[src/rtl/alu_pkg.sv]
// Shared ALU definitions: the 3-bit operation encoding and the LEGv8 opcodes
// that map onto it, so the ALU and its issue stage stay in agreement.
package alu_pkg;

    typedef enum logic [2:0] {
        ALU_AND = 3'b000,
        ALU_SUB = 3'b001,
        ALU_ADD = 3'b010,
        ALU_DIV = 3'b011,
        ALU_MUL = 3'b100
    } alu_op_t;

    localparam logic [10:0] OPC_ADD  = 11'h458;
    localparam logic [10:0] OPC_SUB  = 11'h658;
    localparam logic [10:0] OPC_MUL  = 11'h4D8;
    localparam logic [10:0] OPC_SDIV = 11'h4D6;
    localparam logic [10:0] OPC_AND  = 11'h450;

    // Immediate forms only fix opcode[10:1]; bit 0 belongs to the immediate field.
    localparam logic [9:0] OPC_ADDI_HI = 10'h244;
    localparam logic [9:0] OPC_SUBI_HI = 10'h344;

    function automatic logic opc_imm_match(input logic [10:0] opcode, input logic [9:0] pattern);
        return (opcode[10:1] == pattern);
    endfunction

endpackage

[src/rtl/alu_op_decode.sv]
// Combinational LEGv8 opcode decoder: opcode -> ALU operation, immediate select
// and illegal flag.
module alu_op_decode
    import alu_pkg::*;
(
    input  logic [10:0] opcode,
    output alu_op_t     alu_operation,
    output logic        use_imm,
    output logic        illegal
);

    // Full-opcode register forms first, then the 10-bit immediate forms.
    always_comb begin
        alu_operation = ALU_AND;
        use_imm       = 1'b0;
        illegal       = 1'b0;
        case (opcode)
            OPC_ADD:  alu_operation = ALU_ADD;
            OPC_SUB:  alu_operation = ALU_SUB;
            OPC_MUL:  alu_operation = ALU_MUL;
            OPC_SDIV: alu_operation = ALU_DIV;
            OPC_AND:  alu_operation = ALU_AND;
            default: begin
                if (opc_imm_match(opcode, OPC_ADDI_HI)) begin
                    alu_operation = ALU_ADD;
                    use_imm       = 1'b1;
                end else if (opc_imm_match(opcode, OPC_SUBI_HI)) begin
                    alu_operation = ALU_SUB;
                    use_imm       = 1'b1;
                end else begin
                    illegal = 1'b1;
                end
            end
        endcase
    end

endmodule

[src/rtl/alu_issue_stage.sv]
// ID/EX issue stage in front of the 64-bit ALU: decode, operand select and a
// main+skid register pair behind valid/ready. Optional forwarding: ALU_ISSUE_FWD_EN.
module alu_issue_stage
    import alu_pkg::*;
#(
    parameter int DATA_W = 64,
    parameter int REG_W  = 5
) (
    input  logic              clk,
    input  logic              reset,
    input  logic              flush,
    input  logic              in_valid,
    output logic              in_ready,
    input  logic [10:0]       opcode,
    input  logic [DATA_W-1:0] rn_data,
    input  logic [DATA_W-1:0] rm_data,
    input  logic [DATA_W-1:0] imm,
    input  logic [REG_W-1:0]  rn_idx,
    input  logic [REG_W-1:0]  rm_idx,
    input  logic [REG_W-1:0]  rd_idx,
`ifdef ALU_ISSUE_FWD_EN
    input  logic              ex_fwd_valid,
    input  logic [REG_W-1:0]  ex_fwd_rd,
    input  logic [DATA_W-1:0] ex_fwd_data,
`endif
    output logic              out_valid,
    input  logic              out_ready,
    output logic [DATA_W-1:0] a_in,
    output logic [DATA_W-1:0] b_in,
    output logic [2:0]        alu_operation,
    output logic [REG_W-1:0]  rd_out,
    output logic              illegal_op
);

    localparam logic [REG_W-1:0] XZR = {REG_W{1'b1}};

    typedef struct packed {
        logic [DATA_W-1:0] a;
        logic [DATA_W-1:0] b;
        logic [2:0]        op;
        logic [REG_W-1:0]  rd;
        logic              illegal;
    } issue_entry_t;

    localparam issue_entry_t ENTRY_RESET = '{a: '0, b: '0, op: 3'b000, rd: '0, illegal: 1'b0};

    alu_op_t      dec_op_s;
    logic         dec_use_imm_s;
    logic         dec_illegal_s;
    logic [DATA_W-1:0] rn_val_s;
    logic [DATA_W-1:0] rm_val_s;
    issue_entry_t new_entry_s;

    issue_entry_t main_r, main_s;
    issue_entry_t skid_r, skid_s;
    logic         main_valid_r, main_valid_s;
    logic         skid_valid_r, skid_valid_s;
    logic         in_ready_r;
    logic         accept_s;
    logic         issue_s;

    alu_op_decode u_decode (
        .opcode        (opcode),
        .alu_operation (dec_op_s),
        .use_imm       (dec_use_imm_s),
        .illegal       (dec_illegal_s)
    );

`ifdef ALU_ISSUE_FWD_EN
    // Forward the in-flight EX result over stale register-file data; XZR is never forwarded.
    always_comb begin
        rn_val_s = rn_data;
        rm_val_s = rm_data;
        if (ex_fwd_valid && (ex_fwd_rd == rn_idx) && (rn_idx != XZR)) begin
            rn_val_s = ex_fwd_data;
        end else begin
            rn_val_s = rn_data;
        end
        if (ex_fwd_valid && (ex_fwd_rd == rm_idx) && (rm_idx != XZR)) begin
            rm_val_s = ex_fwd_data;
        end else begin
            rm_val_s = rm_data;
        end
    end
`else
    logic unused_idx_s;
    assign unused_idx_s = ^{rn_idx, rm_idx};
    assign rn_val_s     = rn_data;
    assign rm_val_s     = rm_data;
`endif

    // Build the entry captured on accept; illegal ops issue as a zeroed op to XZR.
    always_comb begin
        new_entry_s = ENTRY_RESET;
        if (dec_illegal_s) begin
            new_entry_s.a       = '0;
            new_entry_s.b       = '0;
            new_entry_s.op      = ALU_AND;
            new_entry_s.rd      = XZR;
            new_entry_s.illegal = 1'b1;
        end else begin
            new_entry_s.a       = rn_val_s;
            new_entry_s.b       = dec_use_imm_s ? imm : rm_val_s;
            new_entry_s.op      = dec_op_s;
            new_entry_s.rd      = rd_idx;
            new_entry_s.illegal = 1'b0;
        end
    end

    assign accept_s = in_valid && in_ready_r && !flush;
    assign issue_s  = main_valid_r && out_ready;

    // Main/skid next state; flush wins, skid refills main before new data is taken.
    always_comb begin
        main_s       = main_r;
        skid_s       = skid_r;
        main_valid_s = main_valid_r;
        skid_valid_s = skid_valid_r;
        if (flush) begin
            main_valid_s = 1'b0;
            skid_valid_s = 1'b0;
        end else if (issue_s && skid_valid_r) begin
            main_s       = skid_r;
            main_valid_s = 1'b1;
            skid_valid_s = 1'b0;
        end else if (issue_s) begin
            if (accept_s) begin
                main_s       = new_entry_s;
                main_valid_s = 1'b1;
            end else begin
                main_valid_s = 1'b0;
            end
        end else if (accept_s) begin
            if (main_valid_r) begin
                skid_s       = new_entry_s;
                skid_valid_s = 1'b1;
            end else begin
                main_s       = new_entry_s;
                main_valid_s = 1'b1;
            end
        end else begin
            main_valid_s = main_valid_r;
        end
    end

    // State registers; in_ready is registered from the next skid occupancy.
    always_ff @(posedge clk or posedge reset) begin
        if (reset) begin
            main_r       <= ENTRY_RESET;
            skid_r       <= ENTRY_RESET;
            main_valid_r <= 1'b0;
            skid_valid_r <= 1'b0;
            in_ready_r   <= 1'b1;
        end else begin
            main_r       <= main_s;
            skid_r       <= skid_s;
            main_valid_r <= main_valid_s;
            skid_valid_r <= skid_valid_s;
            in_ready_r   <= !skid_valid_s;
        end
    end

    assign in_ready      = in_ready_r;
    assign out_valid     = main_valid_r;
    assign a_in          = main_r.a;
    assign b_in          = main_r.b;
    assign alu_operation = main_r.op;
    assign rd_out        = main_r.rd;
    assign illegal_op    = main_r.illegal;

endmodule

[config.mk]
export PLATFORM = sky130hd
export DESIGN_NAME = alu_issue_stage
export DESIGN_NICKNAME = d
export VERILOG_FILES = /design/src/rtl/alu_pkg.sv /design/src/rtl/alu_op_decode.sv /design/src/rtl/alu_issue_stage.sv
export SDC_FILE = /design/constraint.sdc
export NUM_CORES = 1
export LEC_CHECK = 0
export ABC_AREA = 1
export ABC_CLOCK_PERIOD_IN_PS = 14060
export BUFFER_PORTS_ARGS = -buffer_cell sky130_fd_sc_hd__clkbuf_2
export CORE_AREA = 4 4 206 208
export DETAILED_ROUTE_END_ITERATION = 12
export DIE_AREA = 0 0 210 212
export GPL_TIMING_DRIVEN = 0
export PLACE_DENSITY = 0.62
export SLEW_MARGIN = 25
export SYNTH_ARGS = -nofsm -noshare
export SYNTH_HDL_FRONTEND = slang
export SYNTH_HIERARCHICAL = 1
export SYNTH_SLANG_ARGS = --single-unit
[constraint.sdc]
create_clock -name clk -period 14.06 [get_ports clk]
set_clock_uncertainty 0.05 [all_clocks]
set_input_delay 0.703 -clock clk [delete_from_list [all_inputs] [get_ports clk]]
set_output_delay 0.703 -clock clk [all_outputs]
set_load 0.005 [all_outputs]
==> flow_metrics.py, run 1 <==
metrics = {
    "routing": {
        "drt-vias-per-instance": 4.74,
        "wl_per_cell_um": 16.5,
        "drt-initial-drc-count": 737,
        "drcViolationCount": 0,
        "vias": 13800,
        "drt_pass1_iterations": 5,
        "ant_nets": 0,
        "routed_wl_mm": 48.1,
    },
    "floorplan": {
        "die_h_um": 212,
        "coreArea_um2": 40600,
        "ios": 362,
        "chipWidth_um": 210,
        "initial_core_util_pct": 34.8,
        "rows": 74,
        "die_area_um2": 44500,
    },
    "logic_synthesis": {
        "yosysMostFrequentCell": "nand2_1",
        "synth-seq-cells": 277,
        "yosys_warnings": 6,
        "postSynthAreaPerCell_um2": 7.14,
        "ys_seq_area_share_pct": 49.2,
        "yosysTopAreaCell": "dfrtp_1",
        "synth_top_area_share_pct": 49.0,
        "synthCells": 1974,
        "synth_nets": 2197,
        "synth_edf_count": 0,
        "syn_area_um2": 14100,
        "synthTopCellsByArea": "dfrtp_1, nand2_1, nand3_1",
        "ys.flop_type": "dfrtp_1",
        "yosys-top-cells-count": "nand2_1, dfrtp_1, nand3_1",
        "ys_types": 25,
        "async_reset_ff_share_pct": 100,
    },
    "grt": {
        "grt_start_max_net_pins": 92,
        "grt_first_pass_wirelength_mm": 74.9,
        "grt_overflow": 0,
        "grt_pass1_vias": 13600,
        "antenna_found_initial": 6,
        "gr-usage-all-layers_pct": 21.0,
    },
    "cts": {
        "htreeDepth": 1,
        "cts_tree": "done",
        "clkTransAtPathRegs_ns": 0.06,
        "cts_buffer_depth": 3,
        "clock_tree.root_cell": "clkbuf_16",
        "clkSinkCount": 277,
        "cts_buffers": 31,
        "clk_latency_ns": 0.57,
    },
    "pwr": {
        "p_leak_nw": 9.87,
        "p_per_area_nw_per_um2": 115,
        "ir_worst_vdd_uv": 89.3,
        "p_total_mw": 2.04,
    },
    "placement": {
        "gp_congestion": 0.868,
        "place_hpwl_mm": 35.9,
        "portBuffers": 351,
        "pre_cts_slack_ns": 10.70,
    },
    "timing": {
        "tns_ns": 0,
        "setup_ws_ns": 11.26,
        "worstMarginPinSlew_ns": 0.646,
        "drv_slew": 0,
        "hold_viol": 0,
        "fmax_mhz": 357,
        "finalCriticalPeriod_ns": 2.80,
        "rsz0062_at_grt": "false",
        "setup_viol": 0,
        "holdWs_ns": 0.284,
        "final.period_utilization_pct": 19.9,
        "slew_headroom_pct": 56.8,
    },
    "final_layout": {
        "fin_util_pct": 43.7,
        "drive_gt1_share_pct": 22.3,
        "nets": 2585,
        "area_growth_pct": 25.7,
    },
    "critical_path": {
        "worstPathMaxFanout": 10,
        "reg2reg_slack_ns": 12.04,
        "cp_data_arrival_time_ns": 3.21,
        "cp-end-kind": "register",
        "required_ns": 14.46,
        "cp-start-kind": "primary input",
        "path_class": "primary input to register",
    },
    "run": {
        "drv_cap": 0,
    },
    "status": {
        "status": "completed",
    },
    "worst_hold_path": {
        "hold_class": "primary input to register",
    },
}
[what timing repair did]
action                                  CTS  global route
setup buffers                             0             0
endpoints found under the setup margin    0             0
gates resized for setup                   0             0
hold buffers                              1             0
hold endpoints to repair                 22             0
[logic make-up (layout without fill, tap and decap cells)]
group,count (synthesis),after routing,synth area share [%]
and+or+nand+nor,1191,1191,34.1
buffers and inverters,292,704,9.08
AOI/OAI and AO/OA,214,214,7.63
other,0,1,0
DFF,277,277,49.2
[layout make-up]
class | instances | area (µm²)
Timing Repair Buffer | 355 | 1850
Fill cell | 4177 | 22800
Sequential cell | 277 | 6930
Clock buffer | 48 | 950
Multi-Input combinational cell | 1405 | 5880
Clock inverter | 9 | 145
Inverter | 153 | 582
Antenna cell | 1 | 2.50
Buffer | 139 | 706
Tap cell | 532 | 666
[cells in the final DEF (no fill, tap or decap), drive strengths merged]
master and n:
nand2 825, clkbuf 431, dfrtp 276, nand3 208, nor2 154, inv 153, o21ai 143, buf 110
a21oi 69, clkinv 5, bufinv 4, nor3 2, diode 1, a31oi 1, or2 1, dlygate4sd3 1
dfstp 1, nor3b 1, o21bai 1
[flip-flops by register name, summed over array words and instances, names as in the netlist]
name	count
skid_r	137
a_in	64
b_in	64
rd_out	5
alu_operation	3
illegal_op	1
in_ready	1
out_valid	1
skid_valid_r	1
[critical path, cell delays in order]
cell and delay, ns:
clkbuf_2 0.10, inv_1 0.08, nand2_1 0.09, nor2_2 0.05
nand3_2 0.07, nand2_2 0.05, inv_2 0.05, nand2_2 0.05
nor2_1 0.49, buf_2 0.42, clkbuf_1 0.55, nor2_1 0.14
nand2_1 0.09, o21ai_0 0.08, nand2_1 0.13, nand2_1 0.06
[power by group]
group	switching, mW	internal [mW]	total, mW
combinational	0.138	0.0913	0.229
sequential	0.0446	0.905	0.950
clock	0.331	0.533	0.864
total	0.514	1.53	2.04
[per-stage QoR]
step	cell area, µm²	std cells
after floorplan	14100	1974
after CTS	17700	2918
after global routing	17700	2918
final	17700	2919
after global placement	16500	2857
after detailed placement	16600	2860
[worst paths after layout]
kind / to / cells past startpoint / startpoint
max reg2reg: b_in[58]$_DFFE_PP0P_ / 8 / out_valid$_DFFE_PP0P_
min: out_valid$_DFFE_PP0P_ / 2 / flush
min reg2reg: b_in[3]$_DFFE_PP0P_ / 2 / b_in[3]$_DFFE_PP0P_
min in group asynchronous: b_in[57]$_DFFE_PP0P_ / 3 / reset
max: alu_operation[1]$_DFFE_PP0P_ / 16 / opcode[7]
max in group asynchronous: skid_r[82]$_DFFE_PP0P_ / 6 / reset
[layer usage]
layer  share of wire [%]  global-route usage (%)  vias to the layer above
met5               0.096                       0                        -
met4                 2.5                    5.47                        8
met3                 8.1                    5.68                       74
met2                  46                    35.4                      449
met1                  43                    27.0                     6404
li1                    -                       -                     6907
Power figures use the tool's default switching activity.
==> run 2: changes to the inputs <==
- ABC_AREA: 1 -> 0
- ABC_CLOCK_PERIOD_IN_PS: 14060 -> 2410
- CORE_AREA: 4 4 206 208 -> 4 4 209 211
- DIE_AREA: 0 0 210 212 -> 0 0 213 215
- PLACE_DENSITY: 0.62 -> 0.64
- clock period: 14.06 -> 2.41 ns (I/O delays scaled with it)
==> flow_metrics.py, run 2 <==
metrics = {
    "timing": {
        "worstMarginPinSlew_ns": 0.668,
        "drv_slew": 0,
        "final.period_utilization_pct": 91.5,
        "rsz0062_at_grt": "false",
        "fmax_mhz": 453,
        "hold_viol": 0,
        "slew_headroom_pct": 55.4,
        "setup_viol": 0,
        "holdWs_ns": 0.0338,
        "finalCriticalPeriod_ns": 2.21,
    },
    "logic_synthesis": {
        "syn_area_um2": 14500,
        "synth-seq-cells": 277,
        "ys_types": 41,
        "ys.flop_type": "dfrtp_1",
        "yosys_warnings": 6,
        "yosys-top-cells-count": "dfrtp_1, mux2_2, mux2_4",
        "synthTopCellsByArea": "dfrtp_1, mux2_2, mux2_4",
        "yosysMostFrequentCell": "dfrtp_1",
        "synth_nets": 1307,
        "synth_edf_count": 0,
        "synthCells": 1084,
        "postSynthAreaPerCell_um2": 13.3,
        "async_reset_ff_share_pct": 100,
        "synth_top_area_share_pct": 47.8,
        "ys_seq_area_share_pct": 48.0,
        "yosysTopAreaCell": "dfrtp_1",
    },
    "grt": {
        "grt_first_pass_wirelength_mm": 67.9,
        "grt_start_max_net_pins": 32,
        "grt_pass1_vias": 12100,
        "grt_overflow": 0,
        "antenna_found_initial": 3,
        "gr-usage-all-layers_pct": 18.7,
    },
    "floorplan": {
        "rows": 75,
        "die_area_um2": 45800,
        "coreArea_um2": 41800,
        "die_h_um": 215,
        "ios": 362,
        "initial_core_util_pct": 34.6,
        "chipWidth_um": 213,
    },
    "pwr": {
        "p_total_mw": 11.6,
        "p_leak_nw": 9.98,
        "ir_worst_vdd_uv": 357,
        "p_per_area_nw_per_um2": 572,
    },
    "critical_path": {
        "crit_start": "in_ready$_DFF_PP1_",
        "cp-start-kind": "register",
        "path_class": "register to register",
        "crit_chain": "nand2_1 -> nor4b_2 -> buf_4 -> buf_6 -> mux2_2",
        "cp-end-kind": "register",
        "reg2reg_slack_ns": 0.20,
        "r2r_cells": 5,
        "timing.rr.start": "in_ready$_DFF_PP1_",
        "required_ns": 2.75,
        "cp_data_arrival_time_ns": 2.55,
        "worstPathMaxFanout": 10,
        "worstReg2RegEnd": "skid_r[14]$_DFFE_PP0P_",
        "max_stage_delay_ns": 0.53,
        "cpMaxStageDelayCell": "dfstp_2",
        "crit_end": "skid_r[14]$_DFFE_PP0P_",
    },
    "final_layout": {
        "nets": 1895,
        "area_growth_pct": 40.7,
        "regMostFlops": "skid_r",
        "drive_gt1_share_pct": 45.4,
        "layout_commonest_cell": "clkbuf_2",
        "multi_input_area_um2": 6730,
        "regArea_um2": 6930,
        "final_cell_mix": "clkbuf_2, dfrtp_1, dlygate4sd3_1, mux2_2, mux2_4",
        "nFillCells": 3592,
        "largest_reg_flops": 137,
        "finalNonFillerCells": 2236,
    },
    "cts": {
        "clock_tree.root_cell": "clkbuf_16",
        "cts_buffer_depth": 3,
        "cts_tree": "done",
        "cts_buffers": 34,
        "clkTransAtPathRegs_ns": 0.06,
        "clk_latency_ns": 0.52,
        "clkSinkCount": 277,
        "htreeDepth": 2,
    },
    "routing": {
        "drt_pass1_iterations": 5,
        "drt-vias-per-instance": 4.94,
        "drcViolationCount": 0,
        "drt-initial-drc-count": 405,
        "vias": 11000,
        "wl_per_cell_um": 19.4,
        "routed_wl_mm": 43.4,
        "ant_nets": 0,
    },
    "worst_hold_path": {
        "hold_class": "primary input to register",
    },
    "placement": {
        "dp.cells": 1983,
        "place_hpwl_mm": 29.8,
        "portBuffers": 350,
        "gp_congestion": 0.768,
    },
    "status": {
        "status": "completed",
    },
    "run": {
        "drv_cap": 0,
    },
}
## run 2: cell count changes in the layout (fill, tap and decap cells not counted), sizes merged, moves of 27 or more
cell and delta:
o31ai +64, nor2b +65, o21ai -142, nand3 -206, a21oi -66, inv -145, mux2i +75, mux2 +337
dlygate4sd3 +193, buf -27, nand4 +65, nor2 -85, nand2 -822
## run 2: what timing repair did
action / CTS / global route
hold endpoints to repair: 164 / 0
hold buffers: 194 / 0
resized for setup: 1 / 1
setup endpoints to repair: 3 / 3
pin swaps: 0 / 0
buffers inserted: 0 / 0
## run 2: report_power, final
group / total, mW / internal, mW / switching, mW
sequential: 4.69 / 4.68 / 0.0141
clock: 5.84 / 3.79 / 2.05
combinational: 1.10 / 0.586 / 0.515
## run 2: worst max-delay path, delay by kind of cell, from the launching register on
kind,cells,cell delay [ns]
simple gates,2,0.57
mux,1,0.35
buf+inv,2,0.57
flops,1,0.53
## run 2: kinds of logic (layout without fill, tap and decap cells)
logic type	after synthesis	count (layout)	share of synthesized area, %
compound gates	73	73	3.88
xor+xnor	1	1	0.0606
buf+inv	105	714	5.50
flops	277	277	48.0
mux	412	412	34.1
other cells	0	4	0
simple gates	216	216	8.48
## run 2: layout make-up
type,count,share of cell area (%)
well taps,539,3.32
flip-flops and latches,277,34.1
repair buffers,554,19.3
clock buffers,43,4.75
multi-input cells,702,33.1
inverters,8,0.166
diodes,4,0.0492
plain buffers,95,3.74
clock inverters,14,1.50
## run 2: how the worst min path moves through the flow
stage / cells past startpoint / start / endpoint
floorplan: 1 / flush / out_valid$_DFFE_PP0P_
global placement: 2 / flush / out_valid$_DFFE_PP0P_
detailed placement: 2 / reset / rd_out[3]$_DFFE_PP0P_
CTS: 4 / imm[0] / skid_r[9]$_DFFE_PP0P_
global route: 4 / rm_data[21] / skid_r[30]$_DFFE_PP0P_
finish: 4 / rm_data[21] / skid_r[30]$_DFFE_PP0P_
## run 2: stage by stage
step / cell area, µm² / util, % / TNS (ns) / setup WS [ns]
2_1_floorplan: 14500 / - / -393.76 / -1.43
3_3_place_gp: 16900 / 40.4 / -956.41 / -3.29
3_5_place_dp: 17100 / 41.0 / -53.93 / -0.605
4_1_cts: 20300 / 48.7 / 0 / 0.0909
5_1_grt: 20300 / 48.7 / 0 / 0.0892
6_report: 20300 / 48.7 / 0 / 0.204
## run 2: metal layers
layer | track usage (%) | wire length, µm
met2 | 30.9 | 20700
met1 | 24.1 | 18900
met5 | 0 | 0
met4 | 8.22 | 1830
met3 | 2.92 | 2000
